--- src/rtl/armsim_ucode_pkg.sv ---
// Shared microinstruction field layout and encodings for the ARM microsequencer.
// The sequencing fields occupy the low 13 bits of every microstore word.
package armsim_ucode_pkg;

   localparam int CR_LSB  = 0;
   localparam int CR_MSB  = 6;
   localparam int NS_LSB  = 7;
   localparam int NS_MSB  = 9;
   localparam int CS_LSB  = 10;
   localparam int CS_MSB  = 11;
   localparam int INV_BIT = 12;

   localparam logic [6:0] FETCH_ADDR = 7'd0;

   typedef enum logic [2:0] {
      NS_ENC   = 3'b000,
      NS_FETCH = 3'b001,
      NS_JMP   = 3'b010,
      NS_INC   = 3'b011,
      NS_CJMP  = 3'b100,
      NS_CENC  = 3'b101,
      NS_WAIT  = 3'b110,
      NS_RSVD  = 3'b111
   } ns_e;

   typedef enum logic [1:0] {
      CS_MOC  = 2'b00,
      CS_COND = 2'b01,
      CS_BOTH = 2'b10,
      CS_ONE  = 2'b11
   } cs_e;

endpackage

--- src/rtl/usq_next_addr.sv ---
// Combinational condition select and next-microaddress mux.
// A timeout overrides every sequencing choice and forces the abort address.
module usq_next_addr
   import armsim_ucode_pkg::*;
#(
   parameter int            AW         = 7,
   parameter logic [AW-1:0] ABORT_ADDR = '0
) (
   input  logic [AW-1:0] cr,
   input  ns_e           ns,
   input  cs_e           cs,
   input  logic          inv,
   input  logic [AW-1:0] idx,
   input  logic [AW-1:0] ent_addr,
   input  logic          moc,
   input  logic          cond_pass,
   input  logic          timeout,
   output logic          cond,
   output logic [AW-1:0] next_addr
);

   logic          sel;
   logic [AW-1:0] inc;

   always_comb begin
      inc = idx + AW'(1);
      case (cs)
         CS_MOC:  sel = moc;
         CS_COND: sel = cond_pass;
         CS_BOTH: sel = moc & cond_pass;
         default: sel = 1'b1;
      endcase
      cond = sel ^ inv;

      next_addr = AW'(FETCH_ADDR);
      if (timeout) begin
         next_addr = ABORT_ADDR;
      end else begin
         case (ns)
            NS_ENC:   next_addr = ent_addr;
            NS_FETCH: next_addr = AW'(FETCH_ADDR);
            NS_JMP:   next_addr = cr;
            NS_INC:   next_addr = inc;
            NS_CJMP:  next_addr = cond ? cr : inc;
            NS_CENC:  next_addr = cond ? ent_addr : inc;
            NS_WAIT:  next_addr = cond ? inc : idx;
            NS_RSVD:  next_addr = AW'(FETCH_ADDR);
            default:  next_addr = AW'(FETCH_ADDR);
         endcase
      end
   end

endmodule

--- src/rtl/microsequencer.sv ---
// ARM control-unit microsequencer: microaddress register, MIR, run/step gating
// and a memory-wait watchdog that aborts to ABORT_ADDR and raises a sticky err.
module microsequencer
   import armsim_ucode_pkg::*;
#(
   parameter int            AW         = 7,
   parameter int            DW         = 45,
   parameter int            TIMEOUT    = 16,
   parameter logic [AW-1:0] ABORT_ADDR = '0
) (
   input  logic          clk,
   input  logic          rst_n,
   input  logic [DW-1:0] rom_data,
   input  logic [AW-1:0] ent_addr,
   input  logic          moc,
   input  logic          cond_pass,
   input  logic          run,
   input  logic          step,
   input  logic          err_clr,
   output logic [AW-1:0] rom_index,
   output logic [DW-1:0] ctrl,
   output logic          err
);

   localparam int WW = $clog2(TIMEOUT);

   logic [AW-1:0] state_q, state_d;
   logic [DW-1:0] ctrl_q, ctrl_d;
   logic [WW-1:0] wcnt_q, wcnt_d;
   logic          err_q, err_d;

   logic [AW-1:0] cr;
   ns_e           ns;
   cs_e           cs;
   logic          inv;
   logic          cond;
   logic          adv;
   logic          wait_fail;
   logic          timeout;
   logic [AW-1:0] next_addr;

   assign cr  = AW'(rom_data[CR_MSB:CR_LSB]);
   assign ns  = ns_e'(rom_data[NS_MSB:NS_LSB]);
   assign cs  = cs_e'(rom_data[CS_MSB:CS_LSB]);
   assign inv = rom_data[INV_BIT];

   usq_next_addr #(
      .AW        (AW),
      .ABORT_ADDR(ABORT_ADDR)
   ) u_next (
      .cr       (cr),
      .ns       (ns),
      .cs       (cs),
      .inv      (inv),
      .idx      (state_q),
      .ent_addr (ent_addr),
      .moc      (moc),
      .cond_pass(cond_pass),
      .timeout  (timeout),
      .cond     (cond),
      .next_addr(next_addr)
   );

   // While halted the MIR is fed zeros so no control line fires twice.
   always_comb begin
      adv       = run | step;
      wait_fail = (ns == NS_WAIT) && !cond;
      timeout   = wait_fail && (wcnt_q == WW'(TIMEOUT - 1));

      state_d = state_q;
      ctrl_d  = '0;
      wcnt_d  = wcnt_q;
      err_d   = err_q;

      if (adv) begin
         state_d = next_addr;
         ctrl_d  = rom_data;
         if (timeout || !wait_fail) begin
            wcnt_d = '0;
         end else begin
            wcnt_d = wcnt_q + WW'(1);
         end
      end

      if (err_clr) begin
         err_d = 1'b0;
      end
      if (adv && timeout) begin
         err_d = 1'b1;
      end
   end

   always_ff @(posedge clk or negedge rst_n) begin
      if (!rst_n) begin
         state_q <= '0;
         ctrl_q  <= '0;
         wcnt_q  <= '0;
         err_q   <= 1'b0;
      end else begin
         state_q <= state_d;
         ctrl_q  <= ctrl_d;
         wcnt_q  <= wcnt_d;
         err_q   <= err_d;
      end
   end

   assign rom_index = state_q;
   assign ctrl      = ctrl_q;
   assign err       = err_q;

endmodule

--- config.mk ---
export PLATFORM = sky130hd
export DESIGN_NAME = microsequencer
export DESIGN_NICKNAME = d
export VERILOG_FILES = /design/src/rtl/armsim_ucode_pkg.sv /design/src/rtl/usq_next_addr.sv /design/src/rtl/microsequencer.sv
export SDC_FILE = /design/constraint.sdc
export NUM_CORES = 1
export LEC_CHECK = 0
export CAP_MARGIN = 30
export CORE_UTILIZATION = 42
export DETAILED_ROUTE_END_ITERATION = 8
export GPL_TIMING_DRIVEN = 0
export PLACE_DENSITY = 0.9
export SLEW_MARGIN = 20
export SYNTH_ARGS = -nofsm -noshare
export SYNTH_HDL_FRONTEND = slang
export SYNTH_SLANG_ARGS = --single-unit
--- constraint.sdc ---
create_clock -name clk -period 1.8 [get_ports clk]
set_input_delay 0.36 -clock clk [delete_from_list [all_inputs] [get_ports clk]]
set_output_delay 0.36 -clock clk [all_outputs]
set_load 0.01 [all_outputs]
==> results of run 1 <==
[sequential cells by signal (all words and copies together) (netlist names)]
name / flops
err: 1
rom_index: 7
wcnt_q: 4
ctrl: 45
[worst max-delay path, cell delays in order]
cell	delay, ns
dlygate4sd2_1	0.26
nor2b_4	0.14
o31ai_4	0.27
xor2_2	0.23
mux2_4	0.33
a221oi_2	0.24
o21ai_1	0.12
[report_power, final]
group / internal [mW] / switching [mW] / total, mW
clock network: 0.850 / 0.497 / 1.35
registers: 1.38 / 0.0708 / 1.45
logic: 0.440 / 0.332 / 0.772
total: 2.67 / 0.900 / 3.57
[cells by family (layout without fill, tap and decap cells)]
family | Yosys count | count (layout)
simple gates | 104 | 104
flops | 57 | 57
compound gates | 42 | 42
buf+inv | 13 | 140
xor+xnor | 8 | 8
mux | 7 | 7
fa+ha+maj | 2 | 2
[routing by layer]
metal	routed length (um)	up-vias	share of wire, %
met2	3320	115	52
met3	461	18	7.3
li1	-	1033	-
met1	2460	1077	39
met4	106	0	1.7
met5	0	-	0
[cell type report]
class	count	area share [%]
Buffer	9	0.966
Clock buffer	11	3.77
Clock inverter	5	1.93
Inverter	3	0.281
Multi-Input combinational cell	163	27.6
Sequential cell	57	35.6
Tap cell	72	2.24
Timing Repair Buffer	112	27.6
[cells in the final DEF, fill, tap and decap left out, types with 3 or more instances in the layout]
cell type        count
nand2_1             22
a21oi_1              4
buf_4                4
dlygate4sd2_1        4
a31oi_1              3
o21ai_0             13
clkbuf_8            11
clkdlybuf4s50_1    105
o21ai_2              3
nand2b_1             5
a22o_1               4
mux2i_1              5
and3_1               5
nand3_1              7
and2_1              45
o21ai_1              4
nor2_1               7
dfrtp_1             55
clkbuf_1             7
or2_2                3
xor2_1               3
nor3_1               4
[repair_timing]
| action | in CTS | in global routing |
|---|---|---|
| resized for setup | 16 | 12 |
| endpoints found under the setup margin | 10 | 8 |
| buffers inserted | 2 | 0 |
| pin swaps | 9 | 2 |
[Yosys cell counts (2+ instances only)]
| library cell | count |
|---|---|
| ha_1 | 2 |
| o21ai_0 | 14 |
| nand2b_1 | 5 |
| dfrtp_1 | 57 |
| nand3_1 | 7 |
| a21oi_1 | 4 |
| or2_2 | 3 |
| nand2_1 | 22 |
| and2_1 | 45 |
| nor3_1 | 4 |
| and3_1 | 5 |
| nor2b_1 | 4 |
| a31oi_1 | 3 |
| inv_1 | 3 |
| o2bb2ai_1 | 2 |
| clkbuf_1 | 9 |
| a221oi_1 | 2 |
| o21ai_1 | 5 |
| nor2_1 | 7 |
| mux2i_1 | 6 |
| xnor2_1 | 4 |
| a22o_1 | 4 |
| xor2_1 | 3 |
[metrics by stage]
| stage | setup WS [ns] | power [mW] | instance area [um2] | std cells | hold WS [ns] |
|---|---|---|---|---|---|
| floorplan | 0.0666 | 1.76 | 2510 | 233 | 0.0644 |
| global placement | -1.29 | 2.15 | 3710 | 415 | 0.485 |
| detailed placement | -0.718 | 2.17 | 3700 | 415 | 0.456 |
| CTS | 0.0185 | 3.56 | 3980 | 432 | 0.0979 |
| global route | 0.00537 | 3.72 | 4010 | 432 | 0.140 |
| finish | 0.0537 | 3.57 | 4010 | 432 | 0.0841 |
[worst max path at each step]
stage	start	slack, ns	cells past startpoint	end
floorplan	rom_data[11]	0.07	6	rom_index[1]$_DFFE_PN0P_
global placement	rst_n	-1.29	1	rom_index[4]$_DFFE_PN0P_
detailed placement	rom_data[11]	-0.72	7	rom_index[4]$_DFFE_PN0P_
CTS	rom_data[11]	0.02	7	rom_index[1]$_DFFE_PN0P_
global route	rom_index[0]$_DFFE_PN0P_	0.005	7	rom_index[4]$_DFFE_PN0P_
finish	rom_data[11]	0.05	7	rom_index[1]$_DFFE_PN0P_
==> impl_metrics.toml, run 1 <==
[route]
via_per_inst = 5.19
vias = 2243
drt-total-wl_um = 6350
drc = 0
firstDrtPassIters = 6
drtIter0Drc = 111
antenna_left = 0
avgRoutedWirePerCell_um = 14.7

[synthesis]
yosys_register_bits = 57
synth_top_family_by_area = "simple AND/OR/NAND/NOR gates"
synth.cell_area_um2 = 2510
synthAdderAreaFrac_pct = 0.995
synth.avg_cell_area_um2 = 10.8
synth_edf_count = 0
synth_seq_area_share_pct = 56.7
synth_xor_area_share_pct = 3.08
synth_nets = 294
synthArstFlopShare_pct = 100
synth_top_area_cell = "dfrtp_1"
synth_simple_gate_area_share_pct = 22.6
synth_cells = 233
ys_top_cells_by_area = "dfrtp_1 57%, and2_1 11%, nand2_1 3.3%"
ys_warn_count = 0
ys_types = 36
synth_ff_type = "dfrtp_1"
synth_top_cell_area_share_pct = 56.7
synth_compound_area_share_pct = 11.5
muxShareOfSynthArea_pct = 2.84

[die]
coreArea_um2 = 5640
dieWidth_um = 79.4
design.portCount = 112
rows = 27
die_height_um = 79.4
dieArea_um2 = 6300
initial_core_util_pct = 44.6

[clock_tree]
clock_latency_ns = 0.32
cts_hold_buf = 0
cts_sinks = 57
clockBufferDepth = 2
cts_buffers = 9
htree_levels = 3
clk_pin_slew_ns = 0.07
cts_tree = "done"
clock-root-buffer = "clkbuf_8"

[layout]
drive_gt1_share_pct = 11.7
utilization_pct = 71.1
antennaDiodeCount = 0
multi_input_area_um2 = 1110
area_delta_synth_final_pct = 59.6
n_fill_cell = 403
finalNetCount = 416
register_area_um2 = 1430

[global_route]
grt_usage_pct = 20.8
antenna_found_initial = 0
grt_pass1_vias = 2160
met2_usage_pct = 37.2
grt-busiest-layer = "met2"
grt_overflow_total = 0
grt_max_degree = 58
grt_pass1_wl_um = 9830
grt_use_met3_pct = 5.03
globalRouteMet1Util_pct = 23.3

[flow_run]
maxCapViolCount = 0

[critical_path]
worstSetupPathType = "primary input to flop"
r2r_cells = 7
r2r-end = "rom_index[4]$_DFFE_PN0P_"
worstSetupEndpointType = "flop"
r2r_start = "rom_index[0]$_DFFE_PN0P_"
arrival_ns = 1.95
r2r_setup_slack_ns = 0.07
cp-start-kind = "primary input"
required_ns = 2.00
path_max_fanout = 3

[timing]
fin_crit_ns = 1.75
worst_pin_slew_ns = 0.699
max_freq_mhz = 573
slew_violations = 0
finalHoldViolCount = 0
slew_headroom_pct = 53.4
tns_ns = 0
setup_viol = 0
rsz0062_at_grt = "no"
fin_skew_ns = 0.00697
finalCritPeriodShare_pct = 97.0

[worst_hold_path]
hold_class = "primary input to async pin"

[pwr]
ir_worst_vdd_v = 0.000528
power.leakage_nw = 1.72
power_density_nw_per_um2 = 889

[placed_design]
place_hpwl_um = 4490
gp_congestion = 0.939
io_buffers = 110

[outcome]
status = "completed"
Power figures use the tool's default switching activity.
==> run 2: changes to the inputs <==
--- a/config.mk
+++ b/config.mk
@@ -6,10 +6,11 @@
 export NUM_CORES = 1
 export LEC_CHECK = 0
 export CAP_MARGIN = 30
+export CORE_MARGIN = 2
 export CORE_UTILIZATION = 42
 export DETAILED_ROUTE_END_ITERATION = 8
 export GPL_TIMING_DRIVEN = 0
-export PLACE_DENSITY = 0.9
+export PLACE_DENSITY = 0.8
 export SLEW_MARGIN = 20
 export SYNTH_ARGS = -nofsm -noshare
 export SYNTH_HDL_FRONTEND = slang
==> impl_metrics.toml, run 2 (synthesized netlist as in run 1, its figures left out) <==
[placed_design]
gp_congestion = 0.882
postPlaceCellArea_um2 = 3710
dp_slack_ns = -0.676
place_hpwl_um = 5000
io_buffers = 110

[critical_path]
cp-startpoint = "rom_data[12]"
required_ns = 2.06
arrival_ns = 2.01
path_max_fanout = 5
crit_chain = "clkdlybuf4s50_1 > xor2_2 > buf_4 > bufbuf_16 > or3_1 > o2bb2ai_1"
slowest_delay_ns = 0.51
r2r_start = "rom_index[0]$_DFFE_PN0P_"
slowest_stage = "clkdlybuf4s50_1"
r2r_setup_slack_ns = 0.06
r2r-end = "rom_index[4]$_DFFE_PN0P_"
r2r_cells = 7
cp-start-kind = "primary input"
worstSetupEndpointType = "flop"
worstSetupPathType = "primary input to flop"

[route]
antenna_left = 0
firstDrtPassIters = 5
drt-total-wl_um = 6900
via_per_inst = 5.13
avgRoutedWirePerCell_um = 15.8
vias = 2243
drc = 0
drtIter0Drc = 116

[layout]
mostFrequentLayoutCells = "105 x clkdlybuf4s50_1, 56 x dfrtp_1, 45 x and2_1"
largest_register_ff_count = 45
drive_gt1_share_pct = 14.1
fin_area_um2 = 4040
final_common_cell = "clkdlybuf4s50_1"
antennaDiodeCount = 0
utilization_pct = 69.1
area_delta_synth_final_pct = 60.8
finalNetCount = 418

[clock_tree]
cts_sinks = 57
cts_buffers = 9
clk_pin_slew_ns = 0.07
cts_tree = "done"
clockBufferDepth = 2
clock-root-buffer = "clkbuf_8"
cts_hold_buf = 0
clock_latency_ns = 0.33
htree_levels = 3

[pwr]
p_sw_share_pct = 26.6
comb_power_share_pct = 23.3
pwr-share-clk_pct = 34.4
ir_worst_vdd_v = 0.000465
p_sw_mw = 0.906
sequentialPowerShare_pct = 42.3
power.leakage_nw = 1.73
internal-power_mw = 2.50
power_density_nw_per_um2 = 843

[timing]
rsz0062_at_grt = "yes"
slew_violations = 0
slew_headroom_pct = 53.8
hold_slack_ns = 0.0727
finalCritPeriodShare_pct = 97.4
fin_skew_ns = 0.00617
setup_viol = 0
worst_slack_ns = 0.0464
finalHoldViolCount = 0
fin_crit_ns = 1.75
worst_pin_slew_ns = 0.693
max_freq_mhz = 570

[outcome]
status = "completed"

[global_route]
grt_usage_pct = 22.0
antenna_found_initial = 0
grt_overflow_total = 0
grt_pass1_wl_um = 10700
grt_max_degree = 58
grt_pass1_vias = 2077

[worst_hold_path]
hold_class = "primary input to async pin"

[flow_run]
maxCapViolCount = 0

[die]
dieArea_um2 = 6620
design.portCount = 112
die_height_um = 81.4
initial_core_util_pct = 43.0
coreArea_um2 = 5850
rows = 28
dieWidth_um = 81.4
-- run 2: final cells by class --
class                   count  area, um2
plain buffers               9       38.8
clock buffers              11        141
clock inverters             5       55.1
fillers                   433       1810
inverters                   3       11.3
multi-input cells         163       1130
flip-flops and latches     57       1430
well taps                  75       93.8
repair buffers            114       1150
-- run 2: worst max path at each step --
stage | to | slack [ns]
after floorplan | rom_index[1]$_DFFE_PN0P_ | 0.07
after global placement | ctrl[34]$_DFF_PN0_ | -1.30
after detailed placement | rom_index[3]$_DFFE_PN0P_ | -0.68
after CTS | rom_index[4]$_DFFE_PN0P_ | 0.002
after global routing | rom_index[4]$_DFFE_PN0P_ | -0.06
final | wcnt_q[3]$_DFFE_PN0N_ | 0.05
-- run 2: power groups by stage --
stage          registers, mW  logic [mW]  clock network [mW]
5_1_grt                 1.45       0.860                1.26
4_1_cts                 1.44       0.786                1.20
6_report                1.44       0.794                1.17
3_5_place_dp            1.46       0.718                   0
2_1_floorplan           1.50       0.257                   0
3_3_place_gp            1.46       0.704                   0
-- run 2: repair_timing --
item,4_1_cts,5_1_grt
resized for setup,21,20
cloned,1,0
pin swaps,9,4
setup endpoints to repair,10,19
buffers inserted,3,0
-- run 2: worst max-delay path: cells and delay by family --
kind / cells / cell delay (ns)
AND/OR/NAND/NOR: 1 / 0.37
buffers and inverters: 3 / 0.93
AO/OA/AOI/OAI: 1 / 0.13
XOR/XNOR: 1 / 0.22
-- run 2: metrics by stage --
step	setup TNS [ns]	std cells	power, mW
after floorplan	0	233	1.76
after global placement	-85.62	418	2.16
after detailed placement	-12.52	418	2.18
after CTS	0	438	3.42
after global routing	-0.0755	437	3.57
final	0	437	3.41
-- run 2: per-layer routing --
metal	routed length (um)	GRT usage, %
met1	2820	26.9
met3	731	8.44
met2	3280	36.4
met5	0	0
met4	70	6.10
